`config.mk`:
```
export PLATFORM = sky130hd
export DESIGN_NAME = sim_run_ctrl
export DESIGN_NICKNAME = d
export VERILOG_FILES = /design/src/rtl/sim_pkg.sv /design/src/rtl/sat_counter.sv /design/src/rtl/sim_run_ctrl.sv
export SDC_FILE = /design/constraint.sdc
export NUM_CORES = 1
export LEC_CHECK = 0
export CORE_MARGIN = 5
export CORE_UTILIZATION = 40
export DETAILED_ROUTE_END_ITERATION = 16
export PLACE_DENSITY = 0.73
export SLEW_MARGIN = 30
export SYNTH_ARGS = -nofsm -noshare
export SYNTH_HDL_FRONTEND = slang
export SYNTH_SLANG_ARGS = --single-unit
```
`constraint.sdc`:
```
create_clock -name i_Clk -period 2.6 [get_ports i_Clk]
set_input_delay 0.39 -clock i_Clk [delete_from_list [all_inputs] [get_ports i_Clk]]
set_output_delay 0.39 -clock i_Clk [all_outputs]
set_load 0.1 [all_outputs]
```
`src/rtl/sim_pkg.sv`:
```
// sim_pkg -- shared types and constants for the simulation run controller.
//   state_e       : run-controller FSM states (IDLE, RESET, RUN, DONE)
//   VERDICT_*     : one-hot verdict encoding held while a run is DONE
package sim_pkg;

    typedef enum logic [1:0] {
        ST_IDLE  = 2'd0,
        ST_RESET = 2'd1,
        ST_RUN   = 2'd2,
        ST_DONE  = 2'd3
    } state_e;

    localparam int          VERDICT_W       = 3;
    localparam logic [2:0]  VERDICT_NONE    = 3'b000;
    localparam logic [2:0]  VERDICT_PASS    = 3'b001;
    localparam logic [2:0]  VERDICT_FAIL    = 3'b010;
    localparam logic [2:0]  VERDICT_TIMEOUT = 3'b100;

endpackage

```
`src/rtl/sat_counter.sv`:
```
// sat_counter -- up-counter that sticks at all-ones instead of wrapping.
//   i_Clk     : clock
//   i_Reset   : synchronous active-high reset to zero
//   i_Clear   : synchronous clear to zero (wins over i_Enable)
//   i_Enable  : count up by one this cycle
//   o_Count   : registered count value
module sat_counter #(
    parameter int W = 32
) (
    input  logic         i_Clk,
    input  logic         i_Reset,
    input  logic         i_Clear,
    input  logic         i_Enable,
    output logic [W-1:0] o_Count
);

    logic [W-1:0] count_q;
    logic [W-1:0] count_d;

    always_comb begin
        count_d = count_q;
        if (i_Clear) begin
            count_d = '0;
        end else if (i_Enable && (count_q != '1)) begin
            count_d = count_q + W'(1);
        end
    end

    always_ff @(posedge i_Clk) begin
        if (i_Reset) begin
            count_q <= '0;
        end else begin
            count_q <= count_d;
        end
    end

    assign o_Count = count_q;

endmodule

```
`src/rtl/sim_run_ctrl.sv`:
```
// sim_run_ctrl -- sequences a core under test through reset and run, watches
// for the tohost exit write and reports pass / fail / timeout.
//   i_Clk, i_Reset          : clock, synchronous active-high reset
//   i_Start                 : one-cycle request to (re)start a run (IDLE/DONE only)
//   i_MemWrite/Addr/WData   : core data-memory write port, snooped for tohost
//   i_Retire                : one pulse per retired instruction
//   o_CoreReset             : reset to the core, low only while running
//   o_Running, o_Done       : FSM is in RUN / DONE
//   o_Pass/o_Fail/o_Timeout : one-hot verdict while o_Done
//   o_ExitCode              : failing test number (tohost data >> 1)
//   o_CycleCount            : RUN cycles elapsed (saturating)
//   o_RetireCount           : instructions retired during RUN (saturating)
//   o_DbgState              : current FSM state for observation
module sim_run_ctrl
    import sim_pkg::*;
#(
    parameter int                RST_CYCLES  = 2,
    parameter int                MAX_CYCLES  = 100,
    parameter int                CNT_W       = 32,
    parameter int                ADDR_W      = 32,
    parameter int                DATA_W      = 32,
    parameter logic [ADDR_W-1:0] TOHOST_ADDR = ADDR_W'(32'h0000_0100)
) (
    input  logic              i_Clk,
    input  logic              i_Reset,
    input  logic              i_Start,
    input  logic              i_MemWrite,
    input  logic [ADDR_W-1:0] i_MemAddr,
    input  logic [DATA_W-1:0] i_MemWData,
    input  logic              i_Retire,
    output logic              o_CoreReset,
    output logic              o_Running,
    output logic              o_Done,
    output logic              o_Pass,
    output logic              o_Fail,
    output logic              o_Timeout,
    output logic [DATA_W-2:0] o_ExitCode,
    output logic [CNT_W-1:0]  o_CycleCount,
    output logic [CNT_W-1:0]  o_RetireCount,
    output state_e            o_DbgState
);

    localparam int              RC_W       = (RST_CYCLES > 1) ? $clog2(RST_CYCLES) : 1;
    localparam logic [RC_W-1:0] RST_LAST   = RC_W'(RST_CYCLES - 1);
    // Timeout fires in the RUN cycle whose increment brings the count to
    // MAX_CYCLES; comparing in 64 bits keeps this correct for any CNT_W.
    localparam logic [63:0]     TIMEOUT_AT = 64'(MAX_CYCLES) - 64'd1;

    state_e                 state_q;
    logic [RC_W-1:0]        rst_cnt_q;
    logic [VERDICT_W-1:0]   verdict_q;
    logic [DATA_W-2:0]      exit_code_q;
    logic                   core_reset_q;
    logic                   running_q;
    logic                   done_q;

    logic [CNT_W-1:0]       cycle_cnt;
    logic [CNT_W-1:0]       retire_cnt;

    logic                   start_ok;
    logic                   in_run;
    logic                   tohost_wr;
    logic                   tohost_pass;
    logic                   timeout_hit;

    // Start is honoured only from IDLE or DONE; it also clears the counters.
    assign start_ok    = i_Start && ((state_q == ST_IDLE) || (state_q == ST_DONE));
    assign in_run      = (state_q == ST_RUN);
    // A tohost write of zero is not an exit request.
    assign tohost_wr   = in_run && i_MemWrite && (i_MemAddr == TOHOST_ADDR)
                         && (i_MemWData != '0);
    assign tohost_pass = (i_MemWData == DATA_W'(1));
    assign timeout_hit = in_run && (64'(cycle_cnt) == TIMEOUT_AT);

    sat_counter #(.W(CNT_W)) u_cycle_cnt (
        .i_Clk    (i_Clk),
        .i_Reset  (i_Reset),
        .i_Clear  (start_ok),
        .i_Enable (in_run),
        .o_Count  (cycle_cnt)
    );

    sat_counter #(.W(CNT_W)) u_retire_cnt (
        .i_Clk    (i_Clk),
        .i_Reset  (i_Reset),
        .i_Clear  (start_ok),
        .i_Enable (in_run && i_Retire),
        .o_Count  (retire_cnt)
    );

    always_ff @(posedge i_Clk) begin
        if (i_Reset) begin
            state_q      <= ST_IDLE;
            rst_cnt_q    <= '0;
            verdict_q    <= VERDICT_NONE;
            exit_code_q  <= '0;
            core_reset_q <= 1'b1;
            running_q    <= 1'b0;
            done_q       <= 1'b0;
        end else begin
            case (state_q)
                ST_IDLE, ST_DONE: begin
                    if (start_ok) begin
                        state_q     <= ST_RESET;
                        rst_cnt_q   <= '0;
                        verdict_q   <= VERDICT_NONE;
                        exit_code_q <= '0;
                        done_q      <= 1'b0;
                    end
                end
                ST_RESET: begin
                    if (rst_cnt_q == RST_LAST) begin
                        state_q      <= ST_RUN;
                        core_reset_q <= 1'b0;
                        running_q    <= 1'b1;
                    end else begin
                        rst_cnt_q <= rst_cnt_q + RC_W'(1);
                    end
                end
                ST_RUN: begin
                    // The tohost check comes first so an exit write on the
                    // timeout cycle still yields pass/fail.
                    if (tohost_wr || timeout_hit) begin
                        state_q      <= ST_DONE;
                        core_reset_q <= 1'b1;
                        running_q    <= 1'b0;
                        done_q       <= 1'b1;
                        if (tohost_wr) begin
                            if (tohost_pass) begin
                                verdict_q <= VERDICT_PASS;
                            end else begin
                                verdict_q   <= VERDICT_FAIL;
                                exit_code_q <= i_MemWData[DATA_W-1:1];
                            end
                        end else begin
                            verdict_q <= VERDICT_TIMEOUT;
                        end
                    end
                end
                default: begin
                    state_q <= ST_IDLE;
                end
            endcase
        end
    end

    assign o_CoreReset   = core_reset_q;
    assign o_Running     = running_q;
    assign o_Done        = done_q;
    assign o_Pass        = |(verdict_q & VERDICT_PASS);
    assign o_Fail        = |(verdict_q & VERDICT_FAIL);
    assign o_Timeout     = |(verdict_q & VERDICT_TIMEOUT);
    assign o_ExitCode    = exit_code_q;
    assign o_CycleCount  = cycle_cnt;
    assign o_RetireCount = retire_cnt;
    assign o_DbgState    = state_q;

endmodule

```
# Yosys cells after proc, flatten, opt, wreduce, memory -nomap -nowiden
# Cells that the tools add are included.
dict set report totals {
  reg_bits 104
  in_bits 69
  out_inout_bits 103
  elab_cells 71
}
dict set report classes {
  n_addsub 3
  eq_ne 13
  n_mux 24
  reduce_logical 22
}
# op n
set ops {}
lappend ops {{$mux W31} 4}
lappend ops {{$add A32 B1 Y32 const B} 2}
lappend ops {{$ne A32 B32 Y1 const B} 2}
lappend ops {{$pmux W31 S2} 1}
lappend ops {{$eq A32 B1 Y1 const B} 1}
lappend ops {{$eq A32 B7 Y1 const B} 1}
lappend ops {{$eq A32 B9 Y1 const B} 1}
lappend ops {{$reduce_bool A32 Y1} 1}
lappend ops {{$mux W3} 3}
lappend ops {{$reduce_and A3 Y1} 3}
lappend ops {{$logic_and A1 B1 Y1} 8}
lappend ops {{$mux W2} 4}
lappend ops {{$pmux W1 S2} 4}
lappend ops {{$mux W1} 6}
lappend ops {{$ne A2 B2 Y1 const B} 3}
lappend ops {{$pmux W2 S3} 1}
lappend ops {{$pmux W3 S2} 1}
lappend ops {{$reduce_bool A2 Y1} 3}
lappend ops {{$reduce_and A5 Y1} 1}
lappend ops {{$eq A2 B2 Y1 const B} 2}
lappend ops {{$ne A2 B1 Y1 const B} 2}
lappend ops {{$reduce_or A2 Y1} 2}
lappend ops {{$eq A2 B1 Y1 const B} 1}
lappend ops {{$logic_not A2 Y1} 1}
lappend ops {{3 further kinds} 4}

# Depth between registers and ports, before layout
dict set report logic_depth {
  word_depth 7
  ltp_mapped 9
  mapped_depth_nobuf 8
}

# Modules after synthesis
# From an unflattened synthesis, not the netlist that was laid out.
dict set report hier_totals {
  cells_unflattened 555
  hier_area_um2 4868.4
}
# module n_inst cells_each area_each_um2 seq_area_each_um2
set modules_own_cells {}
lappend modules_own_cells {sat_counter 2 198 1620.3 640.6}
lappend modules_own_cells {sim_run_ctrl 1 159 1627.8 800.8}

# Least setup slack after synthesis
# Ideal clock, no wire load.
dict set report synth_path {
  path_kind {register -> register}
  start {register state_q[1] (netlist: o_DbgState[1])}
  end {register u_cycle_cnt.count_q[23] (netlist: u_cycle_cnt.o_Count[23])}
  setup_time_ps 70
  arrival_time_ps 2857
  t_required_ps 2530
  path_slack_ps -328
  stages_incl_launch_ff 9
  n_path_buf 2
  synth_period_minus_slack_ps 2928
  cell_sequence {dfxtp_1 > ha_1 > nand3_1 > or4_1 > buf_2 > or2_1 > buf_6 > or4_1 > a21oi_1}
}
dict set report synth_between {
  word_cells_on_any_way 7
  classes_between {2 x eq/ne; 5 x reduce/logical}
}
# item line
set synth_lines {}
lappend synth_lines {{start, declared} sim_run_ctrl.sv:49} ;# state_e state_q;
lappend synth_lines {{start signal, assigned} sim_run_ctrl.sv:93} ;# state_q <= ST_IDLE;
lappend synth_lines {{start signal, assigned} sim_run_ctrl.sv:104} ;# state_q <= ST_RESET;
lappend synth_lines {{start signal, assigned} sim_run_ctrl.sv:113} ;# state_q <= ST_RUN;
lappend synth_lines {{$eq A2 B2 Y1} sim_run_ctrl.sv:68} ;# assign in_run = (state_q == ST_RUN);
lappend synth_lines {{via in_run} sim_run_ctrl.sv:61} ;# logic in_run;
lappend synth_lines {{$logic_and A1 B1 Y1} sat_counter.sv:24} ;# end else if (i_Enable && (count_q != '1)) begin
lappend synth_lines {{end signal, assigned} sat_counter.sv:33} ;# count_q <= count_d;
lappend synth_lines {{end, declared} sat_counter.sv:17} ;# logic [W-1:0] count_q;
# The timed path passes the listed nets, and every way through them passes these cells.
# A chain may end at the register's enable or synchronous reset.

# Worst setup path in the final report
dict set report layout_path {
  start {register u_cycle_cnt.count_q[0] (netlist: u_cycle_cnt.o_Count[0])}
  end {register u_cycle_cnt.count_q[0] (netlist: u_cycle_cnt.o_Count[0])}
}
dict set report layout_between {
  elab_chain_cells 2
  word_cells_on_any_way 3
  classes_between {1 x add/sub; 1 x eq/ne; 1 x reduce/logical}
}
# item
set layout_lines {}
lappend layout_lines {{parallel branches: the longest is 2 deep, another holds $add A32 B1 Y32}}
# Several ways; the timed one is not identified.

==> flow_summary.ini <==
[min_path]
min_to = verdict_q[0]$_SDFFE_PP0P_
min_path_cells = 2
hp-class = reg -> reg
min_from = verdict_q[0]$_SDFFE_PP0P_

[global_routing]
grt_pass1_vias = 4528
grt_usage = 0.184
grt_start_max_net_pins = 33
grt_pass1_wl_um = 21900
globalRouteOverflowTotal = 0
antenna_found_initial = 0

[synthesis]
synthCells = 532
ys.flop_type = dfxtp_1
synth-async-reset-ratio = 0
synth_cell_types = 44
ys_ff_latch = 104
postSynthAreaPerCell_um2 = 8.75
synth-edff-count = 0
synth_warnings = 0
seq_area_frac_synth = 0.447
ys_top_cells_by_area = dfxtp_1 45%, xnor2_1 7.9%, a22o_1 5.8%
syn_area_um2 = 4660
syn-num-nets = 606
netlist.area_leader.share = 0.447
yosysTopAreaCell = dfxtp_1

[placed_design]
pre_cts_ws_ps = 40.8
globalplace.congestion = 0.909
numPortBuffers = 171
dpl.hpwl_um = 10400

[critical_path]
critPathMaxFanout = 11
r2r_start = u_cycle_cnt.o_Count[0]$_SDFFE_PP0P_
slowest_stage = nor4b_1
reg2reg_to = u_cycle_cnt.o_Count[0]$_SDFFE_PP0P_
rr_worst_depth = 8
cp-start-kind = flop
worstPathArrival_ps = 2650
crit_family = simple AND/OR/NAND/NOR gates
endpoint_kind = flop
crit_type = reg -> reg
critPathMaxStageDelay_ps = 560
cp.buffers_inverters = 1
crit_chain = ha_1 > nand2_1 > nor4b_1 > and4bb_2 > buf_4 > nand2b_1 > xor2_1 > nor2_1
regToRegSetupSlack_ps = 180
cp_data_required_time_ps = 2830

[timing]
rsz0062_at_grt = false
layout_worst_path_cycle_share = 0.932
whs_ps = 478
tightest_slew_ps = 571
slew_headroom = 0.614
slew_viol_final = 0
hold_violations = 0
fmaxAchievable_ghz = 0.413
fin_skew_ps = 8.18
setup_viol = 0
finalSetupTns_ps = 0
fin_ws_ps = 177
period_needed_ps = 2420

[clock_network]
clkLatencyLatePin_ps = 340
cts_root_buf = clkbuf_16
cts_buffers = 9
clk_path_buf_depth = 2
clock-sinks = 104
htreeDepth = 3
clkTransAtPathRegs_ps = 70
postCtsHoldBufs = 0
post_cts_buffers = 0
cts_tree = built
post_cts_resized = 0

[pwr]
switchingPower_mw = 1.12
p_clk_frac = 0.403
seqPwrFrac = 0.409
p_comb_frac = 0.188
leakagePower_nw = 2.54
power.internal_mw = 2.94
p_per_area_nw_per_um2 = 597
ir_drop_mv = 0.381
p_sw_frac = 0.277

[run]
max_cap_viol_count = 0

[layout]
drive_gt1_frac = 0.273
final_common_cell = buf_4
seqCellArea_um2 = 2140
final_cell_mix = 122 x buf_4, 68 x clkdlybuf4s50_1, 64 x nor2_1
multi_input_area_um2 = 2420
nFillCells = 1013
nets = 786
area_growth_pct = 46.0
fin_util = 0.595
antenna_cells = 0

[outcome]
outcome = finished, final reports clean

[routing]
dr.pass1.iters = 4
drt_iter0_markers = 224
vias = 4654
wl_per_cell_um = 15.6
routed_wl_um = 13400
drc_errors = 0
via_per_inst = 5.41
drtAntennaViolNets = 0

[floorplanning]
rows = 39
die_x_um = 118
fp.dieH_um = 118
initial_core_util = 0.408
fp.coreArea_um2 = 11400
die-area_um2 = 13900
ios = 172
==> per-stage QoR <==
stage               cell area (um2)  cells  power [mW]
finish                         6800    860        4.06
global route                   6800    860        4.22
CTS                            6800    860        4.10
detailed placement             6430    844        2.46
global placement               6430    844        2.45
floorplan                      4710    532        2.16
==> area by class of cell <==
class	instances	area share
multi-input cells	390	0.356
inverters	15	0.00828
well taps	143	0.0263
repair buffers	192	0.241
clock inverters	7	0.0208
flip-flops and latches	104	0.314
clock buffers	9	0.0331
==> cells in the mapped netlist (2+ instances only) <==
master    number
inv_1         15
nor3b_1        5
o21a_1         2
nor3_1        35
and2_1         3
xnor2_1       42
nor2_1        64
o31ai_1        4
a22o_1        31
xor2_1         7
nand3_1       23
clkbuf_1      20
or2_2          4
or2_1          2
nor4b_1        8
or3_1          5
a31o_2         3
a21oi_1       19
nand2b_1       3
o21ai_0       11
or4_1          5
nor4_1        29
nand2_1       32
and3_1        10
a211oi_1       2
ha_1           5
buf_2          2
nand4_1       17
and4_1         5
dfxtp_1      104
nor2b_1        2
==> worst max path at each step <==
| stage | from | endpoint | slack, ps | depth (start not counted) |
|---|---|---|---|---|
| 2_1_floorplan | u_cycle_cnt.o_Count[18]$_SDFFE_PP0P_ | u_cycle_cnt.o_Count[28]$_SDFFE_PP0P_ | 6 | 7 |
| 3_3_place_gp | i_MemWData[4] | verdict_q[0]$_SDFFE_PP0P_ | 80 | 8 |
| 3_5_place_dp | i_MemWData[4] | verdict_q[1]$_SDFFE_PP0P_ | 40 | 8 |
| 4_1_cts | o_DbgState[0]$_SDFFE_PP0P_ | o_DbgState[0]$_SDFFE_PP0P_ | 200 | 10 |
| 5_1_grt | o_DbgState[0]$_SDFFE_PP0P_ | o_DbgState[0]$_SDFFE_PP0P_ | 20 | 10 |
| 6_report | u_cycle_cnt.o_Count[0]$_SDFFE_PP0P_ | u_cycle_cnt.o_Count[0]$_SDFFE_PP0P_ | 180 | 8 |
==> power groups by stage <==
stage               Sequential, mW  Combinational [mW]  Clock, mW
floorplan                     1.89               0.270          0
global placement              1.70               0.753          0
detailed placement            1.70               0.762          0
CTS                           1.66               0.766       1.67
global route                  1.67               0.819       1.73
finish                        1.66               0.763       1.64
==> tightest hold or removal path, delay by kind of cell, from the launching register on <==
| kind | cells | cell delay (ps) |
|---|---|---|
| DFF | 1 | 310 |
| AOI/OAI and AO/OA | 1 | 70 |
| buffers and inverters | 1 | 50 |
==> cells by family after synthesis <==
logic type,after synthesis,synth area share
compound gates,76,0.116
flops,104,0.447
fa+ha+maj,5,0.0134
xor+xnor,49,0.0922
simple gates,259,0.297
buf+inv,38,0.0328
mux,1,0.00215
==> per-layer routing <==
layer | global-route usage | up-vias | share of wire
li1 | - | 2278 | -
met1 | 0.231 | 2207 | 0.42
met2 | 0.307 | 151 | 0.49
met3 | 0.0509 | 18 | 0.073
met4 | 0.0588 | 0 | 0.016
met5 | 0 | - | 0
==> sequential cells by signal (all words and copies together) (netlist names) <==
register              flops
u_cycle_cnt.o_Count      32
u_retire_cnt.o_Count     32
o_ExitCode               31
verdict_q                 3
o_DbgState                2
o_CoreReset               1
o_Done                    1
o_Running                 1
rst_cnt_q                 1
Power figures use the tool's default switching activity.
==> patch, RTL diff (same settings) <==
The parameter `MAX_CYCLES` goes from 100 to 64.
--- a/src/rtl/sim_run_ctrl.sv
+++ b/src/rtl/sim_run_ctrl.sv
@@ -16,5 +16,5 @@
 #(
     parameter int                RST_CYCLES  = 2,
-    parameter int                MAX_CYCLES  = 100,
+    parameter int                MAX_CYCLES  = 64,
     parameter int                CNT_W       = 32,
     parameter int                ADDR_W      = 32,
Formal check against the unedited RTL: same outputs for any inputs over 10 cycles, from zero or initial values and one cycle with i_Reset high; that may be too few to reach the edited logic, so the function may still have changed.
==> patch against the unedited design <==
- synthesized area is 0.89% higher
- setup slack better by 110 ps
- global-route usage is 1.2 points higher
- power is 6.5% higher
- non-clock buffer count is 7 lower
- cell area is 0.70% lower
- sequential cell count stayed put
- wire length is 2.4% higher
==> patch: results <==
clock_tree:
  cts_root_buf: "clkbuf_16"
  clkTransAtPathRegs_ps: 70
sta:
  fin_skew_ps: 3.90
  tightest_slew_ps: 701
  hold_slack_ps: 477
power_and_ir_drop:
  netSwitchingPower_uw: 1330
  max-vdd-ir-drop_uv: 999
  power.leakage_uw: 0.00262
placement:
  place.gp.congestion: 0.850
  dpl.hpwl_um: 10200
  dpl.cell_count: 835
  place_area_sq_um: 6380
global_route:
  grt_pass1_vias: 4522
  grt_pass1_wl_um: 22900
  grt_usage_pct: 19.6
  grt_max_degree: 65
  antenna_found_initial: 1
run_status:
  status: "complete, no violations"
synth:
  synth_warnings: 0
  synth_async_sr_flop_share_pct: 0
  yosys-top-cells-count: "dfxtp_1, nor2_1, a22o_1"
  synth-seq-area-share_pct: 44.3
  netlist_top_cells_area: "dfxtp_1, a22o_1, xor2_1"
  synth_cells: 530
  syn-num-nets: 604
  synth_cell_types: 43
routing:
  wl_per_cell_um: 16.1
  via_per_inst: 5.44
  drt_iter0_drc: 401
layout:
  fin_cells: 851
  fin_nets: 777
  drive_gt1_share_pct: 22.6
  fill_cells: 1009
worst_setup_path:
  cp.arrival_ps: 2560
  r2r_slack_ps: 300
  cp_max_fo: 6
patch: changes by cell type in the layout (fill, tap and decap cells not counted), sizes merged, moves of 11 or more:
| cell | change |
|---|---|
| and2 | +11 |
| xor2 | +23 |
| or3 | +12 |
| nand4 | +13 |
| nor3 | -16 |
| xnor2 | -23 |
patch: worst paths after layout:
| path | startpoint | end | cells past startpoint |
|---|---|---|---|
| setup / recovery | i_MemAddr[14] | o_Running | 7 |
| hold / removal | verdict_q[1] | verdict_q[1] | 2 |
| setup reg to reg | o_DbgState[0] | o_Running | 8 |
| hold reg to reg | verdict_q[1] | verdict_q[1] | 2 |
patch: critical path, stage by stage:
cell,delay (ps)
clkdlybuf4s50_1,420
nor4_2,290
nand3_1,130
or3_1,400
o211a_1,320
or3_4,400
a31o_1,220
patch: final cells by class:
type                            instances  area, sq um  share of cell area (%)
Multi-Input combinational cell        394         2480                    36.8
Inverter                                9         33.8                   0.500
Tap cell                              143          179                    2.65
Clock inverter                          7          144                    2.13
Timing Repair Buffer                  185         1580                    23.5
Clock buffer                            9          225                    3.34
Sequential cell                       104         2100                    31.1
patch: power groups by stage:
stage	clock (uW)	combinational [uW]	sequential (uW)
floorplan	0	412	1960
global placement	0	988	1710
detailed placement	0	1000	1710
CTS	1700	1010	1670
global route	1760	1090	1680
finish	1650	1000	1670
patch: layer usage:
| layer | part of all wire (%) | GRT usage (%) | up-vias |
|---|---|---|---|
| met3 | 7.0 | 7.35 | 18 |
| met5 | 0.095 | 0 | - |
| met2 | 49 | 32.5 | 148 |
| met4 | 1.2 | 4.80 | 2 |
| met1 | 43 | 24.1 | 2183 |
| li1 | - | - | 2282 |
patch: logic make-up (layout without fill, tap and decap cells):
logic type	after synthesis	count (layout)	synth area share [%]
flops	104	104	44.3
fa+ha+maj	5	5	1.33
buf+inv	32	210	3.01
xor+xnor	49	49	9.14
mux	1	1	0.213
compound gates	85	85	12.4
simple gates	254	254	29.6
patch: through the flow:
step | setup slack [ps] | power [uW]
after floorplan | 3.17 | 2370
after detailed placement | -95.7 | 2710
after global placement | -203 | 2690
after global routing | 58.6 | 4520
after CTS | 280 | 4380
final | 286 | 4320
